$ cat src/rtl/isa_pkg.sv
// ISA constants shared by fetch and decode: opcode/funct encodings, field
// positions and the fetch-stage state encoding.
package isa_pkg;

  localparam int OPC_MSB = 31;
  localparam int OPC_LSB = 26;

  localparam logic [5:0] OP_R   = 6'b000000;
  localparam logic [5:0] OP_LW  = 6'b100011;
  localparam logic [5:0] OP_SW  = 6'b101011;
  localparam logic [5:0] OP_BEQ = 6'b000100;
  localparam logic [5:0] OP_JMP = 6'b000010;
  localparam logic [5:0] OP_HLT = 6'b111111;

  localparam logic [5:0] FN_ADD = 6'b100000;
  localparam logic [5:0] FN_SUB = 6'b100010;
  localparam logic [5:0] FN_AND = 6'b100100;
  localparam logic [5:0] FN_OR  = 6'b100101;
  localparam logic [5:0] FN_SLT = 6'b101010;
  localparam logic [5:0] FN_MUL = 6'b011000;

  typedef enum logic [0:0] {
    ST_RUN    = 1'b0,
    ST_HALTED = 1'b1
  } fetch_state_e;

endpackage

$ cat src/rtl/sync_fifo.sv
// Power-of-two synchronous FIFO with push/pop/flush and an occupancy count.
// Flush wins over push and pop in the same cycle.
module sync_fifo #(
  parameter int DEPTH = 4,
  parameter int WIDTH = 64
) (
  input  logic                   i_clk,
  input  logic                   i_rst_n,
  input  logic                   i_push,
  input  logic                   i_pop,
  input  logic                   i_flush,
  input  logic [WIDTH-1:0]       i_wdata,
  output logic [WIDTH-1:0]       o_rdata,
  output logic [$clog2(DEPTH):0] o_count
);

  localparam int AW = $clog2(DEPTH);
  localparam int CW = AW + 1;

  logic [WIDTH-1:0] r_mem [DEPTH];
  logic [AW-1:0]    r_wr_ptr;
  logic [AW-1:0]    r_rd_ptr;
  logic [CW-1:0]    r_count;
  logic             w_pop;

  assign w_pop = i_pop && (r_count != '0);

  always_ff @(posedge i_clk or negedge i_rst_n) begin
    if (!i_rst_n) begin
      r_wr_ptr <= '0;
      r_rd_ptr <= '0;
      r_count  <= '0;
    end else if (i_flush) begin
      r_wr_ptr <= '0;
      r_rd_ptr <= '0;
      r_count  <= '0;
    end else begin
      if (i_push) r_wr_ptr <= r_wr_ptr + AW'(1);
      if (w_pop)  r_rd_ptr <= r_rd_ptr + AW'(1);
      case ({i_push, w_pop})
        2'b10:   r_count <= r_count + CW'(1);
        2'b01:   r_count <= r_count - CW'(1);
        default: r_count <= r_count;
      endcase
    end
  end

  // Storage carries no reset; the count qualifies what is readable.
  always_ff @(posedge i_clk) begin
    if (i_push && !i_flush) r_mem[r_wr_ptr] <= i_wdata;
  end

  assign o_rdata = r_mem[r_rd_ptr];
  assign o_count = r_count;

endmodule

$ cat src/rtl/fetch_queue.sv
// Instruction fetch: sequential PC generation against a 1-cycle imem, a small
// instruction queue toward decode, HLT pre-decode and redirect flush.
module fetch_queue import isa_pkg::*; #(
  parameter int               DEPTH    = 4,
  parameter int               PC_W     = 32,
  parameter int               INSTR_W  = 32,
  parameter logic [PC_W-1:0]  RESET_PC = '0,
  parameter logic [5:0]       HLT_OP   = 6'b111111
) (
  input  logic               i_clk,
  input  logic               i_rst_n,
  output logic               o_imem_req,
  output logic [PC_W-1:0]    o_imem_addr,
  input  logic [INSTR_W-1:0] i_imem_rdata,
  output logic               o_dec_valid,
  output logic [INSTR_W-1:0] o_dec_instr,
  output logic [PC_W-1:0]    o_dec_pc,
  input  logic               i_dec_ready,
  input  logic               i_redirect_valid,
  input  logic [PC_W-1:0]    i_redirect_pc,
  output logic               o_halted
);

  localparam int              CW      = $clog2(DEPTH) + 1;
  localparam int              EW      = INSTR_W + PC_W;
  localparam logic [CW:0]     DEPTH_L = (CW + 1)'(DEPTH);

  logic [PC_W-1:0] r_pc;
  logic [PC_W-1:0] r_req_pc;
  logic            r_inflight;
  fetch_state_e    r_state;

  logic [CW-1:0]   w_count;
  logic [CW:0]     w_occ;
  logic [EW-1:0]   w_head;
  logic            w_push;
  logic            w_pop;
  logic            w_hlt_seen;
  logic            w_req;

  assign w_push     = r_inflight && !i_redirect_valid;
  assign w_hlt_seen = w_push && (i_imem_rdata[OPC_MSB:OPC_LSB] == HLT_OP);
  assign w_occ      = {1'b0, w_count} + {{CW{1'b0}}, r_inflight};

  // Credit: queued plus in-flight words never exceed DEPTH. The HLT word
  // being pushed already suppresses the request that would follow it.
  assign w_req = i_rst_n && (r_state == ST_RUN) && !i_redirect_valid &&
                 !w_hlt_seen && (w_occ < DEPTH_L);

  assign w_pop = o_dec_valid && i_dec_ready;

  always_ff @(posedge i_clk or negedge i_rst_n) begin
    if (!i_rst_n) begin
      r_pc       <= RESET_PC;
      r_req_pc   <= RESET_PC;
      r_inflight <= 1'b0;
      r_state    <= ST_RUN;
    end else if (i_redirect_valid) begin
      r_pc       <= i_redirect_pc;
      r_inflight <= 1'b0;
      r_state    <= ST_RUN;
    end else begin
      r_inflight <= w_req;
      if (w_req) begin
        r_req_pc <= r_pc;
        r_pc     <= r_pc + PC_W'(4);
      end
      if (w_hlt_seen) r_state <= ST_HALTED;
    end
  end

  sync_fifo #(
    .DEPTH (DEPTH),
    .WIDTH (EW)
  ) u_fifo (
    .i_clk   (i_clk),
    .i_rst_n (i_rst_n),
    .i_push  (w_push),
    .i_pop   (w_pop),
    .i_flush (i_redirect_valid),
    .i_wdata ({i_imem_rdata, r_req_pc}),
    .o_rdata (w_head),
    .o_count (w_count)
  );

  assign o_imem_req  = w_req;
  assign o_imem_addr = r_pc;
  assign o_dec_valid = (w_count != '0);
  assign o_dec_instr = o_dec_valid ? w_head[EW-1:PC_W] : '0;
  assign o_dec_pc    = o_dec_valid ? w_head[PC_W-1:0]  : '0;
  assign o_halted    = (r_state == ST_HALTED);

endmodule

$ cat config.mk
export PLATFORM = sky130hd
export DESIGN_NAME = fetch_queue
export DESIGN_NICKNAME = d
export VERILOG_FILES = /design/src/rtl/isa_pkg.sv /design/src/rtl/sync_fifo.sv /design/src/rtl/fetch_queue.sv
export SDC_FILE = /design/constraint.sdc
export NUM_CORES = 1
export LEC_CHECK = 0
export CORE_UTILIZATION = 25
export CTS_CLUSTER_SIZE = 25
export DETAILED_ROUTE_END_ITERATION = 6
export PLACE_DENSITY = 0.4
export SLEW_MARGIN = 20
export SYNTH_ARGS = -nofsm -noshare
export SYNTH_HDL_FRONTEND = slang
export SYNTH_SLANG_ARGS = --single-unit
$ cat constraint.sdc
create_clock -name i_clk -period 3.81 [get_ports i_clk]
set_input_delay 0.762 -clock i_clk [delete_from_list [all_inputs] [get_ports i_clk]]
set_output_delay 0.762 -clock i_clk [all_outputs]
set_load 0.01 [all_outputs]
==> summary.txt <==
Routing
  – Drt pass-1 iters: 4
  – Drt wl/cell: just over 20 µm
  – DRC Markers: 0
  – Routed Antenna Nets: 0
  – Starting DRT DRC Count: around 440
  – Via Count: around 7700
  – Via/cell ratio: roughly 4.5
  – Total Wirelength: ~35000 µm

Placement
  – HPWL after detailed placement: 21900 µm
  – Port Buf Inserts: around 170
  – Final Wtd Congestion: around 0.72
  – Place WS: roughly 320 ps

Clocking
  – Cts repair resizes: 0
  – Clock Path Buffers: 3
  – Inserted Clock Buffers: 40
  – H-tree Lvls: 2
  – CTS root buffer: clkbuf_16
  – Setup repair bufs after CTS: 0
  – Clk_lat worst skew: around 550 ps
  – Hold_buf cts: 0
  – Sink Count: between 300 and 400
  – TritonCTS clock tree: built
  – Worst-path clk slew: about 50 ps

Yosys
  – Area share of the largest cell type after synthesis: 0.578
  – Sequential element share of the synthesized area: 0.715
  – Yosys cell types: a little under 50
  – Number of synthesized flops with an enable pin: 256
  – Synth Register Bits: ~330
  – Yosys top cell by area: edfxtp_1
  – Ys Warns: 0
  – Synth cell count leaders: edfxtp_1 (256), nand2_1 (112), dfrtp_1 (73)
  – Post-Syn Instances: around 810
  – Largest cells by area after synthesis: edfxtp_1 (58%), dfrtp_1 (14%), mux4_2 (11%), and2_1 (3.2%), nand2_1 (3.2%)
  – Post-Syn Area: around 13000 µm²
  – Commonest register cell after synthesis: edfxtp_1
  – Mean post-synth cell area: 16.5 µm²
  – Most frequent cell after synthesis: edfxtp_1
  – Fraction of registers with async set or reset after synthesis: 0.222
  – Synth Net Count: roughly 880

Run
  – Max cap viols: 0

Finish
  – Syn-to-layout area delta: 29.5%
  – Share of cells above drive strength 1: 0.164
  – Total area of sequential cells: 9520 µm²
  – Ant. Diodes: 0
  – Final nets: 1077
  – Multi-input gate area: 3580 µm²
  – Fillcell total: between 5000 and 6000

Timing
  – Worst clock skew: between 8 and 9 ps
  – Worst Max-Slew Pin Slew: 763 ps
  – Setup TNS: 0 ps
  – Final period utilization: 0.920
  – Final hold viol count: 0
  – Final min period: ~3500 ps
  – Fin worst setup slack: between 300 and 400 ps
  – Slew Limit Headroom: 0.491
  – Final setup viols: 0
  – RSZ-0062 raised after global routing: no
  – Fmax: approximately 290 MHz
  – Fin. max-slew vios: 0

Power
  – Leak: 5.93 nW
  – Power Density: between 600 and 700 nW/µm²
  – Total power: 11.3 mW
  – VDD IR-drop max: roughly 0.42 mV

Floorplan
  – Die height: 233 µm
  – Starting Density: 0.253
  – Top Ports: ~170
  – Die W: approximately 230 µm
  – CORE AREA: around 53000 µm²
  – Die area: 54100 µm²
  – FP Rows: 84

Worst setup path
  – CP max stage delay: roughly 570 ps
  – Setup Crit Path Kind: reg2out
  – CP Cell Sequence: buf_4, mux4_2, and2_1, clkdlybuf4s50_1
  – Worst path slowest cell: dfrtp_4
  – R2R depth: 8
  – R2R setup slack: between 1000 and 1500 ps
  – Critical path's top delay family: buffers and inverters
  – Max FO, Critical Path: 14
  – Required @ worst endpoint: 3050 ps
  – Number of cells on the critical path: 4
  – Crit path buf inv count: 2
  – RR Startpoint: u_fifo.o_count[0]
  – Reg2reg end: u_fifo.o_count[2]
  – CP Data Arrival Time: approximately 2700 ps
  – CP endpoint kind: output port
  – Critical path launch point type: flop

Min path
  – Worst hold path type: in2async

GRT
  – Total gr overflow: 0
  – Total global-route track usage: 0.132
  – Largest net degree at the start of global routing: roughly 70
  – Vias in the first global route: just over 8000
  – Initial antenna violation count: 1
  – First-pass GRT wire length: about 53000 µm

Status
  – Status: finished clean
[state kept, by name (all words and copies together), names as in the netlist]
register	cells
u_fifo.r_rd_ptr	2
o_halted	1
u_fifo.r_mem	256
u_fifo.o_count	3
r_inflight	1
r_req_pc	32
o_imem_addr	32
u_fifo.r_wr_ptr	2
[stage by stage]
step	util	std cells	hold WS, ps	instance area (µm²)
after floorplan	-	808	466	13300
after global placement	0.303	1649	509	15900
after detailed placement	0.303	1649	513	15900
after CTS	0.328	1720	177	17200
after global routing	0.328	1720	194	17200
final	0.328	1720	210	17200
[area by class of cell]
cell class	count	share of cell area
clock buffers	56	0.0647
multi-input cells	426	0.208
inverters	13	0.00283
repair buffers	193	0.112
clock inverters	15	0.00908
well taps	688	0.0500
flip-flops and latches	329	0.553
[report_power, final]
| part | switching [mW] | internal (mW) | leakage, nW | total, mW |
|---|---|---|---|---|
| Sequential | 0.395 | 4.32 | 3.23 | 4.72 |
| Clock | 1.47 | 2.24 | 0.622 | 3.71 |
| Combinational | 1.33 | 1.53 | 2.08 | 2.86 |
| Total | 3.20 | 8.09 | 5.93 | 11.3 |
[metal layers]
| metal | global-route usage | up-vias | wire length (µm) |
|---|---|---|---|
| met4 | 0.0368 | 0 | 689 |
| met2 | 0.205 | 177 | 16100 |
| met5 | 0 | - | 0 |
| met1 | 0.184 | 3933 | 16500 |
| li1 | - | 3495 | - |
| met3 | 0.0299 | 49 | 1640 |
[cell usage in the layout, fill, tap and decap left out, types with 4 or more instances in the layout]
cell type and instances:
a21o_1 6, a21oi_1 10, a221o_1 7, and2_1 65
and2_4 4, and4_1 5, buf_12 6, buf_4 22
clkbuf_1 13, clkbuf_16 42, clkdlybuf4s50_1 164, clkinv_1 4
clkinv_2 5, dfrtp_1 71, edfxtp_1 256, ha_1 5
inv_1 13, mux2_2 4, mux2i_1 9, mux4_2 64
nand2_1 111, nand3_1 19, nand4_1 7, nor2_1 8
nor3_1 18, nor4_1 9, o211ai_1 4, o21ai_0 19
or3_1 5, or4_1 4
[cells by family (layout without fill, tap and decap cells)]
logic type	Yosys count	after routing	share of synthesized area
mux	77	77	0.119
flops	329	329	0.715
simple gates	270	270	0.104
buf+inv	53	277	0.0161
compound gates	68	68	0.0365
xor+xnor	5	5	0.00329
fa+ha+maj	6	6	0.00621
[worst max path at each step]
stage / start / endpoint / slack [ps]
floorplan: i_redirect_valid / o_imem_req / 810
global placement: i_imem_rdata[29] / o_imem_req / 340
detailed placement: i_imem_rdata[29] / o_imem_req / 320
CTS: u_fifo.r_rd_ptr[0] / o_dec_pc[12] / 200
global route: u_fifo.o_count[0] / o_dec_pc[15] / 140
finish: u_fifo.r_rd_ptr[0] / o_dec_pc[12] / 310
[worst reg2reg max path, cell delays in order (launching register included)]
cell and delay [ps]:
dfrtp_1 460, or3_2 490, buf_4 380, nand2_1 310, nor2_1 80, fa_1 390
nor3_1 260, o21ai_0 100, nor3b_1 140
Power figures use the tool's default switching activity.
